## config.mk

```make
export PLATFORM = sky130hd
export DESIGN_NAME = power_threshold_detect_flat
export DESIGN_NICKNAME = d
export VERILOG_FILES = /design/src/rtl/power_threshold_detect_if.sv /design/src/rtl/power_threshold_detect.sv /design/src/flat_wrapper.sv
export SDC_FILE = /design/constraint.sdc
export NUM_CORES = 1
export LEC_CHECK = 0
export CORE_MARGIN = 2
export CORE_UTILIZATION = 40
export CTS_CLUSTER_SIZE = 16
export DETAILED_ROUTE_END_ITERATION = 16
export PLACE_DENSITY = 0.66
export SYNTH_ARGS = -nofsm -noshare
export SYNTH_HDL_FRONTEND = slang
export SYNTH_SLANG_ARGS = --single-unit
```

## constraint.sdc

```tcl
create_clock -name clk -period 6.4 [get_ports clk]
set_clock_uncertainty 0.05 [all_clocks]
set_input_delay 0.96 -clock clk [delete_from_list [all_inputs] [get_ports clk]]
set_output_delay 0.96 -clock clk [all_outputs]
set_load 0.005 [all_outputs]
```

## src/rtl/power_threshold_detect_if.sv

```systemverilog
// Settings bus, power stream and detector outputs for power_threshold_detect.
// master drives settings and samples; slave is the detector.
interface power_threshold_detect_if;
    logic        set_stb;
    logic [7:0]  set_addr;
    logic [31:0] set_data;
    logic [31:0] power_in;
    logic        strobe_in;
    logic        trigger_out;
    logic        active;
    logic [31:0] peak_out;
    logic        peak_strobe;
    logic [15:0] event_count;

    modport master (
        output set_stb, set_addr, set_data, power_in, strobe_in,
        input  trigger_out, active, peak_out, peak_strobe, event_count
    );

    modport slave (
        input  set_stb, set_addr, set_data, power_in, strobe_in,
        output trigger_out, active, peak_out, peak_strobe, event_count
    );
endinterface

```

## src/rtl/power_threshold_detect.sv

```systemverilog
// Hysteresis threshold detector with dwell qualifier and holdoff on an integrated-power stream.
// Optional event counter built when POWER_THRESH_EVENT_COUNT_EN is defined.
module power_threshold_detect #(
    parameter logic [7:0] SR_THRESH_HI = 8'd0,
    parameter logic [7:0] SR_THRESH_LO = 8'd1,
    parameter logic [7:0] SR_CTRL      = 8'd2,
    parameter logic [7:0] SR_HOLDOFF   = 8'd3
) (
    input  logic                     clk,
    input  logic                     reset,
    power_threshold_detect_if.slave  bus
);

    typedef enum logic [2:0] {
        S_IDLE,
        S_BELOW,
        S_ARMING,
        S_ACTIVE,
        S_HOLDOFF
    } state_t;

    logic [31:0] r_thresh_hi;
    logic [31:0] r_thresh_lo;
    logic        r_enable;
    logic [7:0]  r_dwell;
    logic [15:0] r_holdoff;

    state_t      r_state;
    state_t      w_state_next;
    logic [7:0]  r_dwell_cnt;
    logic [7:0]  w_dwell_cnt_next;
    logic [15:0] r_hold_cnt;
    logic [15:0] w_hold_cnt_next;
    logic [31:0] r_peak;
    logic [31:0] w_peak_next;
    logic [31:0] r_peak_out;
    logic [31:0] w_peak_out_next;
    logic        r_trigger;
    logic        w_trigger_next;
    logic        r_peak_stb;
    logic        w_peak_stb_next;

    logic        w_wr_ctrl;
    logic        w_enable_next;
    logic [31:0] w_lo_eff;
    logic        w_above;
    logic        w_below;
    logic [7:0]  w_dwell_eff;
    logic [8:0]  w_dwell_inc;
    logic        w_dwell_done;
    logic [31:0] w_peak_max;

    always_ff @(posedge clk) begin
        if (reset) begin
            r_thresh_hi <= 32'd0;
            r_thresh_lo <= 32'd0;
            r_enable    <= 1'b0;
            r_dwell     <= 8'd0;
            r_holdoff   <= 16'd0;
        end else if (bus.set_stb) begin
            case (bus.set_addr)
                SR_THRESH_HI: r_thresh_hi <= bus.set_data;
                SR_THRESH_LO: r_thresh_lo <= bus.set_data;
                SR_CTRL: begin
                    r_enable <= bus.set_data[0];
                    r_dwell  <= bus.set_data[15:8];
                end
                SR_HOLDOFF:   r_holdoff <= bus.set_data[15:0];
                default: ;
            endcase
        end
    end

    // A pending enable write is seen by the FSM at the same edge it lands, so a
    // disable forces IDLE one clock after set_stb and a concurrent strobe is dropped.
    assign w_wr_ctrl     = bus.set_stb && (bus.set_addr == SR_CTRL);
    assign w_enable_next = w_wr_ctrl ? bus.set_data[0] : r_enable;

    assign w_lo_eff     = (r_thresh_lo < r_thresh_hi) ? r_thresh_lo : r_thresh_hi;
    assign w_above      = bus.power_in >= r_thresh_hi;
    assign w_below      = bus.power_in < w_lo_eff;
    assign w_dwell_eff  = (r_dwell == 8'd0) ? 8'd1 : r_dwell;
    assign w_dwell_inc  = {1'b0, r_dwell_cnt} + 9'd1;
    // >= rather than == so lowering dwell while arming cannot strand the count
    assign w_dwell_done = w_dwell_inc >= {1'b0, w_dwell_eff};
    assign w_peak_max   = (bus.power_in > r_peak) ? bus.power_in : r_peak;

    always_comb begin
        w_state_next     = r_state;
        w_dwell_cnt_next = r_dwell_cnt;
        w_hold_cnt_next  = r_hold_cnt;
        w_peak_next      = r_peak;
        w_peak_out_next  = r_peak_out;
        w_trigger_next   = 1'b0;
        w_peak_stb_next  = 1'b0;

        if (!w_enable_next) begin
            w_state_next     = S_IDLE;
            w_dwell_cnt_next = 8'd0;
            w_hold_cnt_next  = 16'd0;
            w_peak_next      = 32'd0;
        end else begin
            case (r_state)
                S_IDLE: begin
                    w_state_next = S_BELOW;
                end
                S_BELOW: begin
                    if (bus.strobe_in && w_above) begin
                        if (w_dwell_eff == 8'd1) begin
                            w_state_next     = S_ACTIVE;
                            w_dwell_cnt_next = 8'd0;
                            w_trigger_next   = 1'b1;
                            w_peak_next      = bus.power_in;
                        end else begin
                            w_state_next     = S_ARMING;
                            w_dwell_cnt_next = 8'd1;
                        end
                    end
                end
                S_ARMING: begin
                    if (bus.strobe_in) begin
                        if (!w_above) begin
                            w_state_next     = S_BELOW;
                            w_dwell_cnt_next = 8'd0;
                        end else if (w_dwell_done) begin
                            w_state_next     = S_ACTIVE;
                            w_dwell_cnt_next = 8'd0;
                            w_trigger_next   = 1'b1;
                            w_peak_next      = bus.power_in;
                        end else begin
                            w_dwell_cnt_next = w_dwell_inc[7:0];
                        end
                    end
                end
                S_ACTIVE: begin
                    if (bus.strobe_in) begin
                        w_peak_next = w_peak_max;
                        if (w_below) begin
                            w_peak_out_next = w_peak_max;
                            w_peak_stb_next = 1'b1;
                            if (r_holdoff == 16'd0) begin
                                w_state_next = S_BELOW;
                            end else begin
                                w_state_next    = S_HOLDOFF;
                                w_hold_cnt_next = r_holdoff;
                            end
                        end
                    end
                end
                S_HOLDOFF: begin
                    if (bus.strobe_in) begin
                        if (r_hold_cnt <= 16'd1) begin
                            w_state_next    = S_BELOW;
                            w_hold_cnt_next = 16'd0;
                        end else begin
                            w_hold_cnt_next = r_hold_cnt - 16'd1;
                        end
                    end
                end
                default: begin
                    w_state_next = S_IDLE;
                end
            endcase
        end
    end

    always_ff @(posedge clk) begin
        if (reset) begin
            r_state     <= S_IDLE;
            r_dwell_cnt <= 8'd0;
            r_hold_cnt  <= 16'd0;
            r_peak      <= 32'd0;
            r_peak_out  <= 32'd0;
            r_trigger   <= 1'b0;
            r_peak_stb  <= 1'b0;
        end else begin
            r_state     <= w_state_next;
            r_dwell_cnt <= w_dwell_cnt_next;
            r_hold_cnt  <= w_hold_cnt_next;
            r_peak      <= w_peak_next;
            r_peak_out  <= w_peak_out_next;
            r_trigger   <= w_trigger_next;
            r_peak_stb  <= w_peak_stb_next;
        end
    end

`ifdef POWER_THRESH_EVENT_COUNT_EN
    logic [15:0] r_event_count;

    always_ff @(posedge clk) begin
        if (reset) begin
            r_event_count <= 16'd0;
        end else if (w_enable_next && !r_enable) begin
            r_event_count <= 16'd0;
        end else if (w_trigger_next && (r_event_count != 16'hFFFF)) begin
            r_event_count <= r_event_count + 16'd1;
        end
    end

    assign bus.event_count = r_event_count;
`else
    assign bus.event_count = 16'h0;
`endif

    assign bus.trigger_out = r_trigger;
    assign bus.active      = (r_state == S_ACTIVE);
    assign bus.peak_out    = r_peak_out;
    assign bus.peak_strobe = r_peak_stb;

endmodule

```

## src/flat_wrapper.sv

```systemverilog
// flat-port wrapper written by rule: the top's interface ports become plain ports
module power_threshold_detect_flat 
#(
    parameter logic [7:0] SR_THRESH_HI = 8'd0,
    parameter logic [7:0] SR_THRESH_LO = 8'd1,
    parameter logic [7:0] SR_CTRL      = 8'd2,
    parameter logic [7:0] SR_HOLDOFF   = 8'd3
)
  (clk, reset, bus_set_stb, bus_set_addr, bus_set_data, bus_power_in, bus_strobe_in, bus_trigger_out, bus_active, bus_peak_out, bus_peak_strobe, bus_event_count);
  power_threshold_detect_if bus_i ();
  input  logic clk;
  input  logic reset;
  input wire logic [$bits(bus_i.set_stb)-1:0] bus_set_stb;
  input wire logic [$bits(bus_i.set_addr)-1:0] bus_set_addr;
  input wire logic [$bits(bus_i.set_data)-1:0] bus_set_data;
  input wire logic [$bits(bus_i.power_in)-1:0] bus_power_in;
  input wire logic [$bits(bus_i.strobe_in)-1:0] bus_strobe_in;
  output wire logic [$bits(bus_i.trigger_out)-1:0] bus_trigger_out;
  output wire logic [$bits(bus_i.active)-1:0] bus_active;
  output wire logic [$bits(bus_i.peak_out)-1:0] bus_peak_out;
  output wire logic [$bits(bus_i.peak_strobe)-1:0] bus_peak_strobe;
  output wire logic [$bits(bus_i.event_count)-1:0] bus_event_count;
  assign bus_i.set_stb = bus_set_stb;
  assign bus_i.set_addr = bus_set_addr;
  assign bus_i.set_data = bus_set_data;
  assign bus_i.power_in = bus_power_in;
  assign bus_i.strobe_in = bus_strobe_in;
  assign bus_trigger_out = bus_i.trigger_out;
  assign bus_active = bus_i.active;
  assign bus_peak_out = bus_i.peak_out;
  assign bus_peak_strobe = bus_i.peak_strobe;
  assign bus_event_count = bus_i.event_count;
  power_threshold_detect #(.SR_THRESH_HI(SR_THRESH_HI), .SR_THRESH_LO(SR_THRESH_LO), .SR_CTRL(SR_CTRL), .SR_HOLDOFF(SR_HOLDOFF)) u_core (.clk(clk), .reset(reset), .bus(bus_i));
endmodule
```

# Word-level counts from Yosys, hierarchy flattened
# Index checks and enable logic that the tools add are counted.
# totals
register_bits	182
out_inout_bits	51
# op_classes
magnitude_cmp	6
n_reduce_logical	20
addsub	2
eq_ne	19
mux	41
n_bitwise	3
# op_table
op	n
32-bit 2-to-1 mux	8
32-bit case mux with 3 select lines	1
16-bit 2-to-1 mux	5
32-bit < comparator	2
8-bit 2-to-1 mux	5
32-bit greater-or-equal comparator	1
32-bit > comparator	1
16-bit case mux with 2 select lines	1
3-bit 2-to-1 mux	9
8-bit by 1-bit == test with 1-bit output, second input constant	2
8-bit by 2-bit == test with 1-bit output, second input constant	2
16-bit by 1-bit <= comparator with 1-bit output, second input constant	1
16-bit logical NOT	1
8-bit logical NOT	2
8-bit case mux with 2 select lines	1
16-bit by 1-bit subtractor with 16-bit output, second input constant	1
3-bit case mux with 5 select lines	1
7-bit AND reduction	2
2-bit by 1-bit != test with 1-bit output, second input constant	6
8-bit by 1-bit adder with 9-bit output, second input constant	1
9-bit by 8-bit greater-or-equal comparator with 1-bit output	1
1-bit 2-to-1 mux	9
2-bit != test, second input constant	4
2-bit AND reduction	4
15 further kinds	20

# Longest topological paths before layout
# logic_depth
word_depth	7
depth_mapped	21
mapped_depth_nobuf	18

# Worst setup path before layout
# No wires, ideal clock.
# synth_path
kind	register to register
start	register u_core.r_thresh_hi[14]
end	register u_core.r_hold_cnt[10]
stages_incl_launch_ff	21
synth_period_minus_slack_ns	4.919
arrival_ns	4.753
slack_ns	1.481
setup_time_ns	0.116
path_cell_list	dfxtp_1 > inv_1 > ha_1 > nand4_1 > or4_1 > or4_1 > a31oi_2 > nor2_1 > buf_1 > mux2i_1 > ha_1 > a211oi_1 > a211oi_1 > o2111ai_1 > o211ai_1 > or3_1 > a2111oi_4 > nor2_2 > buf_6 > a221o_1 > o211a_1
# synth_between
elab_chain_cells	5
# synth_lines
item	line_no	text
from (decl)	power_threshold_detect.sv:22	logic [31:0] r_thresh_hi;
from (signal assigned)	power_threshold_detect.sv:62	SR_THRESH_HI: r_thresh_hi <= bus.set_data;
32-bit < comparator	power_threshold_detect.sv:79	assign w_lo_eff = (r_thresh_lo < r_thresh_hi) ? r_thresh_lo : r_thresh_hi;
32-bit 2-to-1 mux (*)	power_threshold_detect.sv:79	
32-bit < comparator (*)	power_threshold_detect.sv:81	assign w_below = bus.power_in < w_lo_eff;
2-bit by 1-bit != test with 1-bit output (no line) (*)	n/a	
5-bit AND reduction (no line) (*)	n/a	
to (signal assigned)	power_threshold_detect.sv:179	r_hold_cnt <= w_hold_cnt_next;
to (decl)	power_threshold_detect.sv:32	logic [15:0] r_hold_cnt;
# Mark *: on every way between the ends. The rest lies on a longest branch, timed or not.
# A chain may end at the register's enable or synchronous reset.

# Final worst setup path
# layout_path
start	register u_core.r_thresh_hi[15]
end	register u_core.r_peak_out[14], in the netlist u_core.bus.peak_out[14]
# layout_between
elab_chain_cells	4
# layout_lines
item	line_no	text
32-bit < comparator	power_threshold_detect.sv:79	
32-bit 2-to-1 mux (*)	power_threshold_detect.sv:79	
32-bit < comparator (*)	power_threshold_detect.sv:81	
4-bit AND reduction (no line) (*)	n/a	
to (signal assigned)	power_threshold_detect.sv:181	r_peak_out <= w_peak_out_next;
to (decl)	power_threshold_detect.sv:36	logic [31:0] r_peak_out;
# Marks and branches as above.

==> results.json <==
{
  "status": "complete, no violations",
  "ff2ff_path_depth": 20,
  "place_ws_ns": 0.8606,
  "relSlewSlack": 0.2152,
  "clock-root-buffer": "clkbuf_16",
  "drt_iter0_drc": 750,
  "fin_util": 0.4773,
  "tns_ns": 0,
  "grt_pass1_wl_um": 47500,
  "maxCapViolations": 0,
  "post_cts_resized": 0,
  "hold_path_end": "u_core.r_thresh_hi[7]",
  "cts_buffer_depth": 2,
  "wl_per_cell_um": 16.11,
  "drt_wl_total_um": 29630,
  "path_class": "flip-flop to flip-flop",
  "stdcell_area_mm2": 0.01319,
  "clock.fmax_ghz": 0.1803,
  "via_per_inst": 5.412,
  "htreeDepth": 4,
  "power_frac_clock": 0.455,
  "regArea_mm2": 0.003643,
  "worstReg2RegEnd": "u_core.bus.peak_out[14]",
  "grt_max_degree": 97,
  "grt_pass1_vias": 9192,
  "avgSynthCellArea_um2": 8.122,
  "fin_nets": 1661,
  "fillers": 2719,
  "slew_violations": 0,
  "period_share": 0.8668,
  "setup_viol_count_final": 0,
  "synth-main-ff-cell": "dfxtp_1",
  "postCtsHoldBufs": 0,
  "drive_above_1_share": 0.04312,
  "netlist_area_mm2": 0.01118,
  "synth.distinct_cells": 67,
  "min_path_cells": 2,
  "placed_cells": 1807,
  "end_kind": "flip-flop",
  "antenna_cells": 0,
  "power.leakage_nw": 4.912,
  "synth_top_area_cell": "dfxtp_1",
  "worst-path-max-fanout": 21,
  "synth_area_leaders": "dfxtp_1 (33%), ha_1 (15%), mux2i_1 (8.1%)",
  "period_needed_ns": 5.547,
  "yosysWarnings": 0,
  "required_ns": 6.70,
  "rows": 61,
  "area_growth_pct": 17.90,
  "cts_post_setup_buffers_inserted": 0,
  "die_h_um": 171.2,
  "synth_common_cells": "nand2_1 (204), dfxtp_1 (182), ha_1 (137), a21oi_1 (120), nor2_1 (111)",
  "dieArea_mm2": 0.02931,
  "grt-ovfl-total": 0,
  "cts_buffers": 17,
  "power.internal_w": 0.001851,
  "drt.antenna.violating_nets": 0,
  "multi_input_area_mm2": 0.006912,
  "finalHoldViolations": 0,
  "cp_data_arrival_time_ns": 5.84,
  "place_hpwl_um": 22500,
  "layout.cells.non_filler": 1839,
  "netSwitchingFraction": 0.2566,
  "rrSetupSlack_ns": 0.85,
  "vias": 9953,
  "clkTransAtPathRegs_ns": 0.08,
  "yosysMostFrequentCell": "nand2_1",
  "chipWidth_um": 171.2,
  "switchingPower_w": 0.0006389,
  "fp.coreArea_mm2": 0.02763,
  "vdd_drop_max_v": 0.0001362,
  "dpl_cell_area_mm2": 0.01255,
  "ys_ff_latch": 182,
  "dr.pass1.iters": 5,
  "io_pins": 127,
  "grt_antenna_before_repair": 0,
  "worstSetupStartpointType": "flip-flop",
  "grt_setup_unrepaired": "no",
  "track_usage": 0.2040,
  "syn_inst": 1377,
  "port_buffers": 110,
  "final.setup.worst_slack_ns": 0.8527,
  "start_util": 0.4048,
  "worst_pin_slew_ns": 1.174,
  "ys_seq_area_frac": 0.3258,
  "p_comb_frac": 0.090,
  "power.density_mw_per_mm2": 188.9,
  "synth-edff-count": 0,
  "clk_latency_ns": 0.44,
  "post-route-drc-count": 0,
  "numClockSinks": 182,
  "min_path_type": "flip-flop to flip-flop",
  "synthArstFlopShare": 0,
  "power_frac_seq": 0.455,
  "place.gp.congestion": 0.8872,
  "worstHoldStart": "u_core.r_thresh_hi[7]",
  "cts_tree": "built",
  "reg2reg_from": "u_core.r_thresh_hi[15]",
  "synth.top_cell.area_share": 0.3258
}
[through the flow]
step,power [W],hold WS [ns]
global placement,0.001379,0.4080
global route,0.002577,0.4363
CTS,0.002510,0.4240
detailed placement,0.001382,0.4092
floorplan,0.001279,0.3897
finish,0.002490,0.4209
[final cells by class]
cell class | count | area share
repair buffers | 125 | 0.09280
inverters | 80 | 0.02277
clock buffers | 19 | 0.03435
well taps | 378 | 0.03587
multi-input cells | 1042 | 0.5241
clock inverters | 13 | 0.01376
flip-flops and latches | 182 | 0.2763
[registers in the layout (all words and copies together), names as in the netlist]
signal and flops:
u_core.bus.peak_out 32, u_core.bus.peak_strobe 1, u_core.bus.trigger_out 1, u_core.r_dwell 8
u_core.r_dwell_cnt 8, u_core.r_enable 1, u_core.r_hold_cnt 16, u_core.r_holdoff 16
u_core.r_peak 32, u_core.r_state 3, u_core.r_thresh_hi 32, u_core.r_thresh_lo 32
[kinds of logic after synthesis]
group,Yosys count,share of synthesized area
xor gates and xnor gates,12,0.009397
muxes,90,0.08055
and+or+nand+nor,469,0.1885
adders and majority gates,137,0.1533
other,1,0.0003353
buffers and inverters,168,0.06399
DFF,182,0.3258
AOI/OAI and AO/OA,318,0.1782
[critical path, stage by stage, from the launching register on]
cell,delay [ns]
dfxtp_1,0.35
inv_1,0.07
ha_1,0.31
nand4_1,0.12
or4_1,0.56
or4_1,0.43
a31oi_2,0.34
nor2_4,0.10
buf_4,0.22
mux2i_1,0.24
ha_1,0.31
a211oi_1,0.20
o21ai_0,0.14
a31oi_1,0.25
o211ai_1,0.13
or3_1,0.51
nor2_1,0.14
o21a_2,0.37
buf_4,0.30
nor2_1,0.06
a211oi_1,0.21
[how the worst max path moves through the flow]
| stage | slack [ns] | startpoint | end | cells past startpoint |
|---|---|---|---|---|
| after global routing | 0.43 | u_core.r_thresh_hi[15] | u_core.bus.peak_out[11] | 20 |
| final | 0.85 | u_core.r_thresh_hi[15] | u_core.bus.peak_out[14] | 20 |
| after detailed placement | 0.86 | u_core.r_thresh_hi[15] | u_core.bus.peak_out[11] | 20 |
| after CTS | 0.83 | u_core.r_thresh_hi[15] | u_core.bus.peak_out[11] | 20 |
| after floorplan | 1.48 | u_core.r_thresh_hi[14] | u_core.r_hold_cnt[10] | 20 |
| after global placement | 1.01 | u_core.r_thresh_hi[15] | u_core.r_hold_cnt[12] | 20 |
[placed cells by master, fill, tap and decap left out, types with 3 or more instances in the layout]
| cell type | count |
|---|---|
| nand2_1 | 204 |
| dfxtp_1 | 182 |
| ha_1 | 137 |
| a21oi_1 | 119 |
| nor2_1 | 110 |
| clkdlybuf4s50_1 | 109 |
| mux2i_1 | 90 |
| inv_1 | 79 |
| o21ai_0 | 63 |
| nand3_1 | 44 |
| a211oi_1 | 43 |
| nand4_1 | 28 |
| nor3_1 | 17 |
| clkbuf_16 | 17 |
| conb_1 | 16 |
| buf_4 | 15 |
| nor4_1 | 13 |
| nand2b_1 | 10 |
| xor2_1 | 10 |
| o31ai_1 | 10 |
| o211ai_1 | 10 |
| a21o_1 | 10 |
| o21ai_1 | 9 |
| nand3b_1 | 6 |
| a31oi_1 | 6 |
| a221o_1 | 6 |
| o211a_1 | 6 |
| and3_1 | 5 |
| a221oi_1 | 5 |
| or4_1 | 5 |
| or3_1 | 5 |
| inv_8 | 5 |
| and4_1 | 4 |
| o2111ai_1 | 4 |
| nor2b_1 | 4 |
| o21a_1 | 3 |
[routing by layer]
layer / track usage / vias up / part of all wire
met5: 0 / - / 0
met4: 0.05085 / 0 / 0.014
met3: 0.03774 / 26 / 0.060
met2: 0.3291 / 252 / 0.45
met1: 0.2813 / 4650 / 0.47
li1: - / 5025 / -
[power groups by stage]
stage | clock, W | combinational [W] | sequential [W]
2_1_floorplan | 0 | 0.000120 | 0.00116
3_3_place_gp | 0 | 0.000220 | 0.00116
3_5_place_dp | 0 | 0.000223 | 0.00116
4_1_cts | 0.00115 | 0.000224 | 0.00113
5_1_grt | 0.00120 | 0.000246 | 0.00113
6_report | 0.00113 | 0.000224 | 0.00113
No activity file was read; power rests on OpenSTA's default activity.
